--- src/rtl/rojobot_pkg.sv ---
// Shared definitions for the Rojobot autopilot: register map, FSM states, sensor/BotCtrl layout.
// Latency: n/a (types, constants and a pure combinational steering function).
// Backpressure: n/a.
package rojobot_pkg;

  // Register offsets inside the rojobot window, added to BASE_ADR
  localparam logic [31:0] OFS_BOTINFO  = 32'h0000_000C;
  localparam logic [31:0] OFS_BOTCTRL  = 32'h0000_0010;
  localparam logic [31:0] OFS_UPDTSYNC = 32'h0000_0014;
  localparam logic [31:0] OFS_INTACK   = 32'h0000_0018;

  // Sensors byte lives in BotInfo[15:8]
  localparam int SENS_LSB = 8;

  // BotCtrl field positions and wheel direction encoding
  localparam int  CTRL_L_DIR = 7;
  localparam int  CTRL_R_DIR = 3;
  localparam logic DIR_FWD   = 1'b1;
  localparam logic DIR_REV   = 1'b0;

  typedef enum logic [2:0] {
    IDLE,
    POLL,
    INFO,
    CTRL,
    ACKSET,
    ACKCLR,
    WAIT
  } state_t;

  typedef struct packed {
    logic [2:0] rsvd;
    logic       prox_l;
    logic       prox_r;
    logic       line_l;
    logic       line_c;
    logic       line_r;
  } sensors_t;

  typedef struct packed {
    logic       l_dir;
    logic [2:0] l_spd;
    logic       r_dir;
    logic [2:0] r_spd;
  } botctrl_t;

  // Steering decision: obstacles stop the bot, centre line drives straight,
  // a single side sensor steers toward it, and a lost line spins in place.
  function automatic botctrl_t decide(input sensors_t s,
                                      input logic [2:0] fwd,
                                      input logic [2:0] turn);
    botctrl_t c;
    c = '0;
    if (s.prox_l || s.prox_r) begin
      c = '0;
    end else if (s.line_c) begin
      c.l_dir = DIR_FWD; c.l_spd = fwd;  c.r_dir = DIR_FWD; c.r_spd = fwd;
    end else if (s.line_l && !s.line_r) begin
      c.l_dir = DIR_FWD; c.l_spd = turn; c.r_dir = DIR_FWD; c.r_spd = fwd;
    end else if (s.line_r && !s.line_l) begin
      c.l_dir = DIR_FWD; c.l_spd = fwd;  c.r_dir = DIR_FWD; c.r_spd = turn;
    end else begin
      c.l_dir = DIR_REV; c.l_spd = turn; c.r_dir = DIR_FWD; c.r_spd = turn;
    end
    return c;
  endfunction

endpackage

--- src/rtl/wb_master_port.sv ---
// Single-transaction WISHBONE classic master with ack timeout.
// Latency: cyc/stb rise one clock after start; done is combinational on the ack/err/timeout clock.
// Backpressure: start is ignored while a cycle is open; slave stalls are bounded by ACK_TIMEOUT clocks.
module wb_master_port #(
  parameter logic [7:0] ACK_TIMEOUT = 8'd16
) (
  input  logic        clk,
  input  logic        rstn,
  input  logic        start,
  input  logic [31:0] addr,
  input  logic        we,
  input  logic [31:0] wdata,
  output logic        done,
  output logic [31:0] rdata,
  output logic        err,
  output logic [31:0] wb_adr_o,
  output logic [31:0] wb_dat_o,
  output logic [3:0]  wb_sel_o,
  output logic        wb_we_o,
  output logic        wb_cyc_o,
  output logic        wb_stb_o,
  output logic [2:0]  wb_cti_o,
  output logic [1:0]  wb_bte_o,
  input  logic [31:0] wb_dat_i,
  input  logic        wb_ack_i,
  input  logic        wb_err_i
);

  logic [7:0] tmo_cnt;
  logic       tmo;

  // Full-word, classic single cycles only
  assign wb_sel_o = 4'hF;
  assign wb_cti_o = 3'b000;
  assign wb_bte_o = 2'b00;

  // Timeout fires on the last allowed clock so cyc is high exactly ACK_TIMEOUT clocks
  assign tmo   = wb_cyc_o && (tmo_cnt == ACK_TIMEOUT - 8'd1);
  assign done  = wb_cyc_o && (wb_ack_i || wb_err_i || tmo);
  // A real ack on the final clock wins over the timeout; a slave error always counts as error
  assign err   = wb_cyc_o && (wb_err_i || (tmo && !wb_ack_i));
  assign rdata = wb_dat_i;

  // Open a cycle on start, hold request stable, close on ack/err/timeout
  always_ff @(posedge clk or negedge rstn) begin
    if (!rstn) begin
      wb_cyc_o <= 1'b0;
      wb_stb_o <= 1'b0;
      wb_we_o  <= 1'b0;
      wb_adr_o <= '0;
      wb_dat_o <= '0;
      tmo_cnt  <= '0;
    end else if (!wb_cyc_o) begin
      tmo_cnt <= '0;
      if (start) begin
        wb_cyc_o <= 1'b1;
        wb_stb_o <= 1'b1;
        wb_we_o  <= we;
        wb_adr_o <= addr;
        wb_dat_o <= wdata;
      end
    end else if (done) begin
      wb_cyc_o <= 1'b0;
      wb_stb_o <= 1'b0;
      wb_we_o  <= 1'b0;
      tmo_cnt  <= '0;
    end else begin
      tmo_cnt <= tmo_cnt + 8'd1;
    end
  end

endmodule

--- src/rtl/rojobot_autopilot.sv ---
// Line-following autopilot: polls UpdtSync, reads BotInfo, writes BotCtrl, pulses IntAck.
// Latency: one bus cycle per register access with one idle clock between cycles; POLL_GAP clocks between failed polls.
// Backpressure: waits on the slave ack for up to ACK_TIMEOUT clocks, then flags bus_err and backs off.
module rojobot_autopilot
  import rojobot_pkg::*;
#(
  parameter logic [31:0] BASE_ADR    = 32'h0000_0000,
  parameter logic [2:0]  FWD_SPD     = 3'd4,
  parameter logic [2:0]  TURN_SPD    = 3'd2,
  parameter logic [15:0] POLL_GAP    = 16'd1000,
  parameter logic [7:0]  ACK_TIMEOUT = 8'd16
) (
  input  logic        clk,
  input  logic        rstn,
  input  logic        en,
  output logic [31:0] wb_adr_o,
  output logic [31:0] wb_dat_o,
  output logic [3:0]  wb_sel_o,
  output logic        wb_we_o,
  output logic        wb_cyc_o,
  output logic        wb_stb_o,
  output logic [2:0]  wb_cti_o,
  output logic [1:0]  wb_bte_o,
  input  logic [31:0] wb_dat_i,
  input  logic        wb_ack_i,
  input  logic        wb_err_i,
  output logic        busy,
  output logic        bus_err,
  output logic [31:0] bot_info,
  output logic [7:0]  motctl,
  output logic [15:0] upd_cnt
);

  state_t      state, next_state;
  logic [15:0] wait_cnt;
  logic        is_bus;
  logic        start;
  logic [31:0] req_adr;
  logic        req_we;
  logic [31:0] req_dat;
  logic        eng_done;
  logic        eng_err;
  logic [31:0] eng_rdata;
  botctrl_t    ctrl_val;

  assign busy     = (state != IDLE);
  assign is_bus   = (state == POLL) || (state == INFO) || (state == CTRL) ||
                    (state == ACKSET) || (state == ACKCLR);
  assign ctrl_val = decide(sensors_t'(bot_info[SENS_LSB +: 8]), FWD_SPD, TURN_SPD);

  wb_master_port #(.ACK_TIMEOUT(ACK_TIMEOUT)) u_port (
    .clk      (clk),
    .rstn     (rstn),
    .start    (start),
    .addr     (req_adr),
    .we       (req_we),
    .wdata    (req_dat),
    .done     (eng_done),
    .rdata    (eng_rdata),
    .err      (eng_err),
    .wb_adr_o (wb_adr_o),
    .wb_dat_o (wb_dat_o),
    .wb_sel_o (wb_sel_o),
    .wb_we_o  (wb_we_o),
    .wb_cyc_o (wb_cyc_o),
    .wb_stb_o (wb_stb_o),
    .wb_cti_o (wb_cti_o),
    .wb_bte_o (wb_bte_o),
    .wb_dat_i (wb_dat_i),
    .wb_ack_i (wb_ack_i),
    .wb_err_i (wb_err_i)
  );

  // State register
  always_ff @(posedge clk or negedge rstn) begin
    if (!rstn) state <= IDLE;
    else       state <= next_state;
  end

  // Next state and per-state bus request; a new cycle only starts while en is high
  always_comb begin
    next_state = state;
    req_adr    = BASE_ADR;
    req_we     = 1'b0;
    req_dat    = '0;
    start      = is_bus && en && !wb_cyc_o;

    case (state)
      POLL:    req_adr = BASE_ADR + OFS_UPDTSYNC;
      INFO:    req_adr = BASE_ADR + OFS_BOTINFO;
      CTRL:    begin req_adr = BASE_ADR + OFS_BOTCTRL; req_we = 1'b1; req_dat = {24'd0, ctrl_val}; end
      ACKSET:  begin req_adr = BASE_ADR + OFS_INTACK;  req_we = 1'b1; req_dat = 32'd1; end
      ACKCLR:  begin req_adr = BASE_ADR + OFS_INTACK;  req_we = 1'b1; req_dat = 32'd0; end
      default: ;
    endcase

    case (state)
      IDLE: if (en) next_state = POLL;
      WAIT: begin
        if (!en)                              next_state = IDLE;
        else if (wait_cnt == POLL_GAP - 16'd1) next_state = POLL;
      end
      default: begin
        if (!wb_cyc_o) begin
          // Between cycles: a dropped enable stops before the next access
          if (!en) next_state = IDLE;
        end else if (eng_done) begin
          if (eng_err) begin
            next_state = WAIT;
          end else begin
            case (state)
              POLL:    next_state = eng_rdata[0] ? INFO : WAIT;
              INFO:    next_state = CTRL;
              CTRL:    next_state = ACKSET;
              ACKSET:  next_state = ACKCLR;
              ACKCLR:  next_state = POLL;
              default: next_state = IDLE;
            endcase
          end
          if (!en) next_state = IDLE;
        end
      end
    endcase
  end

  // Results of completed cycles, sticky error flag and poll back-off counter
  always_ff @(posedge clk or negedge rstn) begin
    if (!rstn) begin
      bot_info <= '0;
      motctl   <= '0;
      upd_cnt  <= '0;
      bus_err  <= 1'b0;
      wait_cnt <= '0;
    end else begin
      if (state == WAIT) wait_cnt <= wait_cnt + 16'd1;
      else               wait_cnt <= '0;

      if (eng_done) begin
        if (eng_err) begin
          bus_err <= 1'b1;
        end else begin
          case (state)
            INFO:    bot_info <= eng_rdata;
            CTRL:    motctl   <= wb_dat_o[7:0];
            ACKCLR:  upd_cnt  <= upd_cnt + 16'd1;
            default: ;
          endcase
        end
      end
    end
  end

endmodule

--- config.mk ---
export PLATFORM = sky130hd
export DESIGN_NAME = rojobot_autopilot
export DESIGN_NICKNAME = d
export VERILOG_FILES = /design/src/rtl/rojobot_pkg.sv /design/src/rtl/wb_master_port.sv /design/src/rtl/rojobot_autopilot.sv
export SDC_FILE = /design/constraint.sdc
export NUM_CORES = 1
export LEC_CHECK = 0
export CAP_MARGIN = 10
export CORE_UTILIZATION = 55
export CTS_CLUSTER_SIZE = 28
export DETAILED_ROUTE_END_ITERATION = 8
export DONT_BUFFER_PORTS = 1
export PLACE_DENSITY = 0.68
export SYNTH_ARGS = -nofsm -noshare
export SYNTH_HDL_FRONTEND = slang
export SYNTH_HIERARCHICAL = 1
export SYNTH_SLANG_ARGS = --single-unit
--- constraint.sdc ---
create_clock -name clk -period 3.1 [get_ports clk]
set_input_delay 0.62 -clock clk [delete_from_list [all_inputs] [get_ports clk]]
set_output_delay 0.62 -clock clk [all_outputs]
set_load 0.01 [all_outputs]
==> results of run 1 <==
-- cells in the mapped netlist (2+ instances only) --
library cell / count
dfrtp_1: 151
mux2_2: 105
buf_4: 42
nor2_1: 33
nand2_1: 19
inv_1: 18
xnor2_1: 17
nand3_1: 15
xor2_1: 13
clkbuf_1: 12
nor3_1: 10
o21ai_0: 10
a21oi_1: 8
nand4_1: 8
or3_1: 7
buf_6: 6
ha_1: 5
nor4_1: 4
or4_1: 4
a21oi_2: 3
conb_1: 3
a21o_1: 2
a31o_2: 2
and2_1: 2
and3_1: 2
and4_1: 2
buf_2: 2
nand2b_1: 2
nor2_2: 2
nor2b_1: 2
o31ai_1: 2
-- power breakdown --
| part | internal (W) | leakage, nW | switching [W] | total [W] |
|---|---|---|---|---|
| sequential | 0.00262 | 1.96 | 0.000846 | 0.00347 |
| combinational | 0.000751 | 1.19 | 0.000472 | 0.00122 |
| clock | 0.00110 | 0.258 | 0.000775 | 0.00188 |
| total | 0.00448 | 3.41 | 0.00209 | 0.00657 |
-- routing by layer --
layer / share of wire (%) / GRT usage, % / vias up
li1: - / - / 1782
met1: 42 / 24.9 / 1829
met2: 49 / 32.7 / 117
met3: 7.3 / 8.21 / 13
met4: 1.7 / 7.73 / 0
met5: 0 / 0 / -
-- area by class of cell --
type / count / area (µm²)
fill: 922 / 4380
inverter: 18 / 67.6
clock buffer: 21 / 440
timing repair buffer: 8 / 72.6
multi-input combinational: 360 / 2650
sequential: 151 / 3780
clock inverter: 11 / 98.8
tap: 143 / 179
-- final timing paths --
| kind | cells past startpoint | endpoint | slack [ns] | start |
|---|---|---|---|---|
| max | 8 | bot_info[2]$_DFFE_PN0P_ | 0.62 | u_port/tmo_cnt[0]$_DFF_PN0_ |
| min | 0 | u_port/wb_stb_o$_DFFE_PN0P_ | -0.10 | rstn |
| max reg2reg | 8 | bot_info[2]$_DFFE_PN0P_ | 0.62 | u_port/tmo_cnt[0]$_DFF_PN0_ |
| min reg2reg | 1 | u_port/tmo_cnt[0]$_DFF_PN0_ | 0.48 | u_port/tmo_cnt[0]$_DFF_PN0_ |
| max in group asynchronous | 0 | u_port/tmo_cnt[0]$_DFF_PN0_ | 2.98 | rstn |
| min in group clk | 1 | bot_info[13]$_DFFE_PN0P_ | 0.35 | wb_dat_i[13] |
-- critical path, cell delays in order, from the launching register on --
cell	delay (ns)
dfrtp_1	0.37
ha_1	0.22
and3_4	0.22
nand3_1	0.14
o31ai_1	0.45
nor2_1	0.07
nand4_1	0.11
buf_4	0.37
mux2_2	0.39
-- sequential cells by signal (all words and copies together), names as in the netlist, 3 cells and up --
name,count
upd_cnt,16
state,3
motctl,8
u_port/wb_adr_o,32
u_port/tmo_cnt,8
bot_info,32
wait_cnt,16
u_port/wb_dat_o,32
-- per-stage QoR --
stage               total power [W]  utilization [%]  setup WS (ns)  cell area [µm²]
floorplan                   0.00446                -          0.701             6930
global placement            0.00468             57.9          0.679             6750
detailed placement          0.00476             57.9          0.610             6750
CTS                         0.00667             62.5          0.578             7290
global route                0.00691             62.5          0.316             7290
finish                      0.00657             62.5          0.623             7290
-- kinds of logic after synthesis --
logic type	Yosys count	share of synthesized area [%]
AOI/OAI and AO/OA	35	3.57
buffers and inverters	80	7.54
adders and majority gates	5	0.934
DFF	151	56.4
other	3	0.168
xor gates and xnor gates	30	3.92
muxes	107	18.0
and+or+nand+nor	120	9.47
==> reports/summary.txt, run 1 <==
outcome - complete, but fails checks
failing checks - hold timing
Worst-path clk slew - 0.06 ns
FFs w/ async S/R, synth - 100%
clock skew - 0.00459 ns
layout cells sized above 1 - 27.6%
cell total after placement - 680
Hold Slack - -0.100 ns
Die Y - 112 µm
setup violators final - 0
Initial Utilization - 57.5%
first-pass GRT wire length - 19.9 mm
slew margin rel. - 46.4%
initial antenna violation count - 0
Setup Buffers After CTS - 0
Cell Count, Final, Fillers Out - 712
VDD IR max - 0.000585 V
period utilization - 79.9%
max_cap viols - 0
clk root buf - clkbuf_16
RSZ-0062 raised after global routing - false
CP endpoint kind - flip-flop
setup tns final - 0 ns
number of global-route vias before repair - 3992
row count - 39
Synth Flop Type - dfrtp_1
DRT Pass-1 Iters - 4
Post-Syn Instances - 531
Core Region - 11700 µm²
Final Slew Violations - 0
DR WL/cell - 16.5 µm
Final Critical Period - 2.48 ns
CTS resizes - 0
DRC - 0
final wirelength - 11.8 mm
initial DRC count - 214
grt ovf - 0
fmax - 404 MHz
Setup crit start kind - flip-flop
cell type with the largest total area after synthesis - dfrtp_1
maximum clock insertion buffer count - 2
Boundary Pins - 171
CTS tree - built
diode count - 0
post-synthesis sequential area ratio - 56.4%
PortBufs - 0
Die ar. - 12600 µm²
Via density - 5.25
Worst-Margin Slew - 0.797 ns
PD cells - 901 nW/µm²
commonest non-fill, non-tap cells in the layout - dfrtp_1 (151), mux2_2 (105), conb_1 (63)
Post-Syn Area - 6700 µm²
CTS buffer count - 17
CTS sink cnt - 151
Synth area leaders - dfrtp_1 (56%), mux2_2 (18%), buf_4 (4.7%)
Final ANT Viol Nets - 0
Final HPWL DP - 7.98 mm
most common library cell in the layout ignoring fill and taps - dfrtp_1
Hold Path Class - primary input to async pin
# nets final - 598
final hold violations - 151
Leak Pwr - 3.41 nW
crit path max fanout - 32
DR vias - 3741
largest net degree at the start of global routing - 152
Post-synth EDFFs - 0
CP Class - flip-flop to flip-flop
die span in x - 112 µm
GRT Total Usage - 20.4%
crit path DAT - 2.77 ns
clk_lat worst skew - 0.41 ns
flops & latches, synth - 151
Yosys warning total - 6
area grow syn2layout - 8.74%
share of the synthesized area in the top cell type - 56.4%
syn_area_per_cell - 12.6 µm²
Distinct cells, synth - 49
CP required - 3.40 ns
H-tree Lvls - 4
Placer Congestion - 0.782
Note: power is estimated with default switching activity, not from simulation.
==> inputs of run 2 (changes only) <==
==> constraint.sdc (replaced) <==
create_clock -name clk -period 2.5 [get_ports clk]
set_input_delay 0.5 -clock clk [delete_from_list [all_inputs] [get_ports clk]]
set_output_delay 0.5 -clock clk [all_outputs]
set_load 0.01 [all_outputs]
==> run 2 against run 1 <==
  * The flow still finishes with violations (hold timing)
  * Largest power group unchanged
  * Total power up 29%
  * First-iteration DRC count down 5.1%
  * Highest routed layer unchanged
  * Global-route usage up 0.73 points
  * Sequential power up 23%
  * Maximum frequency up 6.2%
  * Flip-flop and latch count unchanged
  * Final cell count up 1.1%
  * Critical endpoint is now upd_cnt[7]$_DFFE_PN0P_
  * Register-to-register slack worse by 0.46 ns
==> reports/summary.txt, run 2 (same netlist as run 1, synthesis figures left out) <==
# nets final - 606
GRT Total Usage - 21.1%
Clk pwr share - 29.7%
Sw Ratio - 31.8%
CTS sink cnt - 151
initial DRC count - 203
Core Region - 11700 µm²
clk root buf - clkbuf_16
Final HPWL DP - 8.37 mm
Initial Utilization - 57.5%
Final Critical Period - 2.33 ns
Final Slew Violations - 0
area grow syn2layout - 11.0%
grt ovf - 0
Via density - 5.36
DR vias - 3859
failing checks - hold timing
row count - 39
crit path max fanout - 9
Worst-path clk slew - 0.06 ns
H-tree Lvls - 4
crit path DAT - 2.62 ns
layout cells sized above 1 - 29.6%
DR WL/cell - 16.9 µm
critical-path cell list - nor4_2 > nand3_1 > o31ai_2 > buf_4 > and4bb_2 > nand4_1 > buf_4 > nor2_1 > xor2_1
initial antenna violation count - 0
Flop pwr share - 50.4%
CP endpoint kind - flip-flop
CP required - 2.79 ns
die span in x - 112 µm
slowest CP cell - dfrtp_1
Top Registers - bot_info: 32 flops, u_port/wb_adr_o: 32 flops, u_port/wb_dat_o: 32 flops
Pwr Total - 0.00844 W
Final ANT Viol Nets - 0
Hold Slack - -0.217 ns
Placer Congestion - 0.792
Die ar. - 12600 µm²
Comb pwr share - 19.9%
Die Y - 112 µm
delay of the slowest critical-path stage - 0.43 ns
Leak Pwr - 3.49 nW
CP Class - flip-flop to flip-flop
RSZ-0062 raised after global routing - true
diode count - 0
Setup crit start kind - flip-flop
first-pass GRT wire length - 20.5 mm
CTS buffer count - 17
commonest non-fill, non-tap cells in the layout - dfrtp_1 (151), mux2_2 (105), conb_1 (63)
Buffers & Inverters on Critical Path - 2
CTS tree - built
number of global-route vias before repair - 4072
PortBufs - 0
VDD IR max - 0.000693 V
max_cap viols - 0
most frequent CP cell - buf_4
final wirelength - 12.1 mm
final hold violations - 151
DRC - 0
fmax - 429 MHz
setup violators final - 0
Int Pwr - 0.00576 W
Top Family by Delay on Critical Path - simple AND/OR/NAND/NOR gates
Hold Path Class - primary input to async pin
most common library cell in the layout ignoring fill and taps - dfrtp_1
DRT Pass-1 Iters - 4
outcome - complete, but fails checks
# fillers - 927
clk_lat worst skew - 0.42 ns
period utilization - 93.3%
Design Area, Final - 7440 µm²
PD cells - 1140 nW/µm²
DP Area - 6830 µm²
sw power - 0.00268 W
clock skew - 0.00695 ns
Boundary Pins - 171
largest net degree at the start of global routing - 152
maximum clock insertion buffer count - 2
run 2: layout make-up:
cell class | instances | area [µm²] | share of cell area (%)
clock inverter | 14 | 146 | 1.97
tap | 143 | 179 | 2.41
clock buffer | 18 | 439 | 5.90
sequential | 151 | 3780 | 50.8
timing repair buffer | 16 | 170 | 2.29
multi-input combinational | 360 | 2660 | 35.7
inverter | 18 | 67.6 | 0.908
run 2: final timing paths:
check | from | end | slack (ns) | cells past startpoint
hold reg to reg | u_port/tmo_cnt[0]$_DFF_PN0_ | u_port/tmo_cnt[0]$_DFF_PN0_ | 0.48 | 1
setup / recovery | u_port/tmo_cnt[4]$_DFF_PN0_ | upd_cnt[7]$_DFFE_PN0P_ | 0.17 | 9
max in group asynchronous | rstn | upd_cnt[7]$_DFFE_PN0P_ | 2.52 | 0
min in group clk | wb_dat_i[31] | bot_info[31]$_DFFE_PN0P_ | 0.23 | 1
hold / removal | rstn | u_port/wb_dat_o[16]$_DFFE_PN0P_ | -0.22 | 0
setup reg to reg | u_port/tmo_cnt[4]$_DFF_PN0_ | upd_cnt[7]$_DFFE_PN0P_ | 0.17 | 9
run 2: routing by layer:
metal / track usage, % / vias to the layer above / routed length (µm)
li1: - / 1797 / -
met1: 25.5 / 1921 / 4870
met2: 34.2 / 132 / 6080
met3: 9.67 / 9 / 1080
met4: 5.87 / 0 / 110
met5: 0 / - / 0
run 2: power by group through the flow:
| stage | sequential, W | combinational [W] | clock (W) |
|---|---|---|---|
| 6_report | 0.00426 | 0.00168 | 0.00251 |
| 3_5_place_dp | 0.00432 | 0.00169 | 0 |
| 2_1_floorplan | 0.00407 | 0.00145 | 0 |
| 4_1_cts | 0.00429 | 0.00169 | 0.00256 |
| 3_3_place_gp | 0.00429 | 0.00161 | 0 |
| 5_1_grt | 0.00437 | 0.00185 | 0.00266 |
run 2: repair_timing:
| item | CTS | global route |
|---|---|---|
| setup endpoints to repair | 0 | 9 |
| buffers inserted | 0 | 2 |
| endpoints found under the hold margin | 151 | 151 |
| resized for setup | 0 | 2 |
run 2: through the flow:
stage                     hold WS, ns  setup WS (ns)  instances  setup TNS [ns]  utilization [%]
after detailed placement        0.207         0.0655        686               0             58.6
final                          -0.217          0.168        720               0             63.8
after global placement          0.207          0.190        686               0             58.6
after CTS                      -0.238         0.0628        718               0             63.6
after floorplan                 0.204          0.101        591               0                -
after global routing           -0.244       -0.00527        720         -0.0100             63.8
==> inputs of run 3 (changes only) <==
--- a/config.mk
+++ b/config.mk
@@ -6,11 +6,12 @@
 export NUM_CORES = 1
 export LEC_CHECK = 0
 export CAP_MARGIN = 10
-export CORE_UTILIZATION = 55
+export CORE_MARGIN = 2
+export CORE_UTILIZATION = 60
 export CTS_CLUSTER_SIZE = 28
 export DETAILED_ROUTE_END_ITERATION = 8
 export DONT_BUFFER_PORTS = 1
-export PLACE_DENSITY = 0.68
+export PLACE_DENSITY = 0.74
 export SYNTH_ARGS = -nofsm -noshare
 export SYNTH_HDL_FRONTEND = slang
 export SYNTH_HIERARCHICAL = 1
==> run 3 against run 2 <==
  * The run still ends with hold timing left
  * Largest power group unchanged
  * Final cell count fell by 0.83%
  * Final area down 0.62%
  * Worst hold slack worse by 0.11 ns
  * Global-route usage increased by 0.16 points
  * Register-to-register slack hardly changed
  * Highest routed layer unchanged
  * Worst setup slack improved by 0.015 ns
  * Sequential power barely moved
  * Non-clock buffer count down 3
  * Utilization up 4.1 points
  * Routed wire length up 0.34%
  * Die area shrank 4.7%
==> reports/summary.txt, run 3 (same netlist as run 1, synthesis figures left out) <==
Top Registers - bot_info: 32 flops, u_port/wb_adr_o: 32 flops, u_port/wb_dat_o: 32 flops
GRT Total Usage - 21.3%
Die Y - 110 µm
setup violators final - 0
VDD IR max - 0.000746 V
Clk pwr share - 29.4%
fmax - 432 MHz
Flop pwr share - 50.9%
max_cap viols - 0
layout cells sized above 1 - 29.4%
clk_lat worst skew - 0.52 ns
Sw Ratio - 32.0%
cell total after placement - 681
Cell Count, Final, Fillers Out - 714
period utilization - 92.7%
crit path max fanout - 32
Setup crit start kind - flip-flop
diode count - 0
Comb pwr share - 19.7%
Design Area, Final - 7390 µm²
CP Class - flip-flop to flip-flop
# nets final - 603
setup tns final - 0 ns
H-tree Lvls - 4
Final ANT Viol Nets - 0
CP required - 2.90 ns
row count - 38
outcome - complete, but fails checks
Int Pwr - 0.00567 W
DP Area - 6790 µm²
Placer Congestion - 0.769
die span in x - 110 µm
Hold Path Class - primary input to async pin
CTS buffer count - 17
failing checks - hold timing
maximum clock insertion buffer count - 2
Die ar. - 12000 µm²
final wirelength - 12.2 mm
area grow syn2layout - 10.3%
DRT Pass-1 Iters - 4
CP endpoint kind - flip-flop
final hold violations - 151
Worst-path clk slew - 0.06 ns
PD cells - 1130 nW/µm²
Final Slew Violations - 0
clock skew - 0.0129 ns
grt ovf - 0
Boundary Pins - 171
crit path DAT - 2.72 ns
worst r2r path cells - 8
DR WL/cell - 17.1 µm
sw power - 0.00267 W
PortBufs - 0
Leak Pwr - 3.46 nW
CTS tree - built
DR vias - 3909
Final HPWL DP - 8.25 mm
Initial Utilization - 61.5%
first-pass GRT wire length - 19.3 mm
initial antenna violation count - 0
RSZ-0062 raised after global routing - false
most common library cell in the layout ignoring fill and taps - dfrtp_1
largest net degree at the start of global routing - 152
initial DRC count - 216
DRC - 0
Hold Slack - -0.325 ns
CTS sink cnt - 151
commonest non-fill, non-tap cells in the layout - dfrtp_1 (151), mux2_2 (105), conb_1 (63)
Via density - 5.47
number of global-route vias before repair - 4055
Final Critical Period - 2.32 ns
Pwr Total - 0.00834 W
clk root buf - clkbuf_8
Core Region - 10900 µm²
-- run 3: timing repair --
action / in CTS / in global routing
endpoints found under the setup margin: 0 / 7
resized for setup: 0 / 4
buffers inserted: 0 / 1
endpoints found under the hold margin: 151 / 151
-- run 3: per-stage QoR --
step / setup WS, ns / util, %
final: 0.183 / 67.9
after global routing: 0.0503 / 67.9
after CTS: 0.101 / 67.6
after detailed placement: 0.126 / 62.3
after global placement: 0.179 / 62.3
after floorplan: 0.101 / -
-- run 3: layer usage --
layer  share of wire, %  vias up  global-route usage (%)
met5                  0        -                       0
met4               0.93        0                    7.96
met3                9.5       10                    9.60
met2                 50      138                    34.5
met1                 40     1961                    24.9
li1                   -     1800                       -
-- run 3: final timing paths --
kind | startpoint | end | slack, ns
min in group clk | wb_dat_i[28] | bot_info[28]$_DFFE_PN0P_ | 0.12
min reg2reg | u_port/tmo_cnt[0]$_DFF_PN0_ | u_port/tmo_cnt[0]$_DFF_PN0_ | 0.46
max reg2reg | u_port/tmo_cnt[4]$_DFF_PN0_ | bot_info[19]$_DFFE_PN0P_ | 0.18
max | u_port/tmo_cnt[4]$_DFF_PN0_ | bot_info[19]$_DFFE_PN0P_ | 0.18
max in group asynchronous | rstn | wait_cnt[4]$_DFF_PN0_ | 2.61
min | rstn | u_port/wb_dat_o[18]$_DFFE_PN0P_ | -0.33
-- run 3: layout make-up --
type	instances	area (µm²)
Sequential cell	151	3780
Fill cell	812	3500
Multi-Input combinational cell	360	2670
Clock buffer	19	432
Tap cell	140	175
Clock inverter	13	145
Timing Repair Buffer	13	123
Inverter	18	67.6
-- run 3: power groups by stage --
stage,logic (W),registers (W),clock network [W]
finish,0.00164,0.00424,0.00245
global route,0.00182,0.00435,0.00263
CTS,0.00165,0.00427,0.00249
detailed placement,0.00164,0.00429,0
global placement,0.00154,0.00426,0
floorplan,0.00145,0.00407,0
-- run 3: critical path: stages (launching register included) --
cell and delay (ns):
dfrtp_1 0.44, nor4_2 0.36, nand3_1 0.19, o31ai_1 0.23
buf_4 0.20, nor2_1 0.05, nand4_1 0.13, buf_12 0.21
mux2_2 0.36
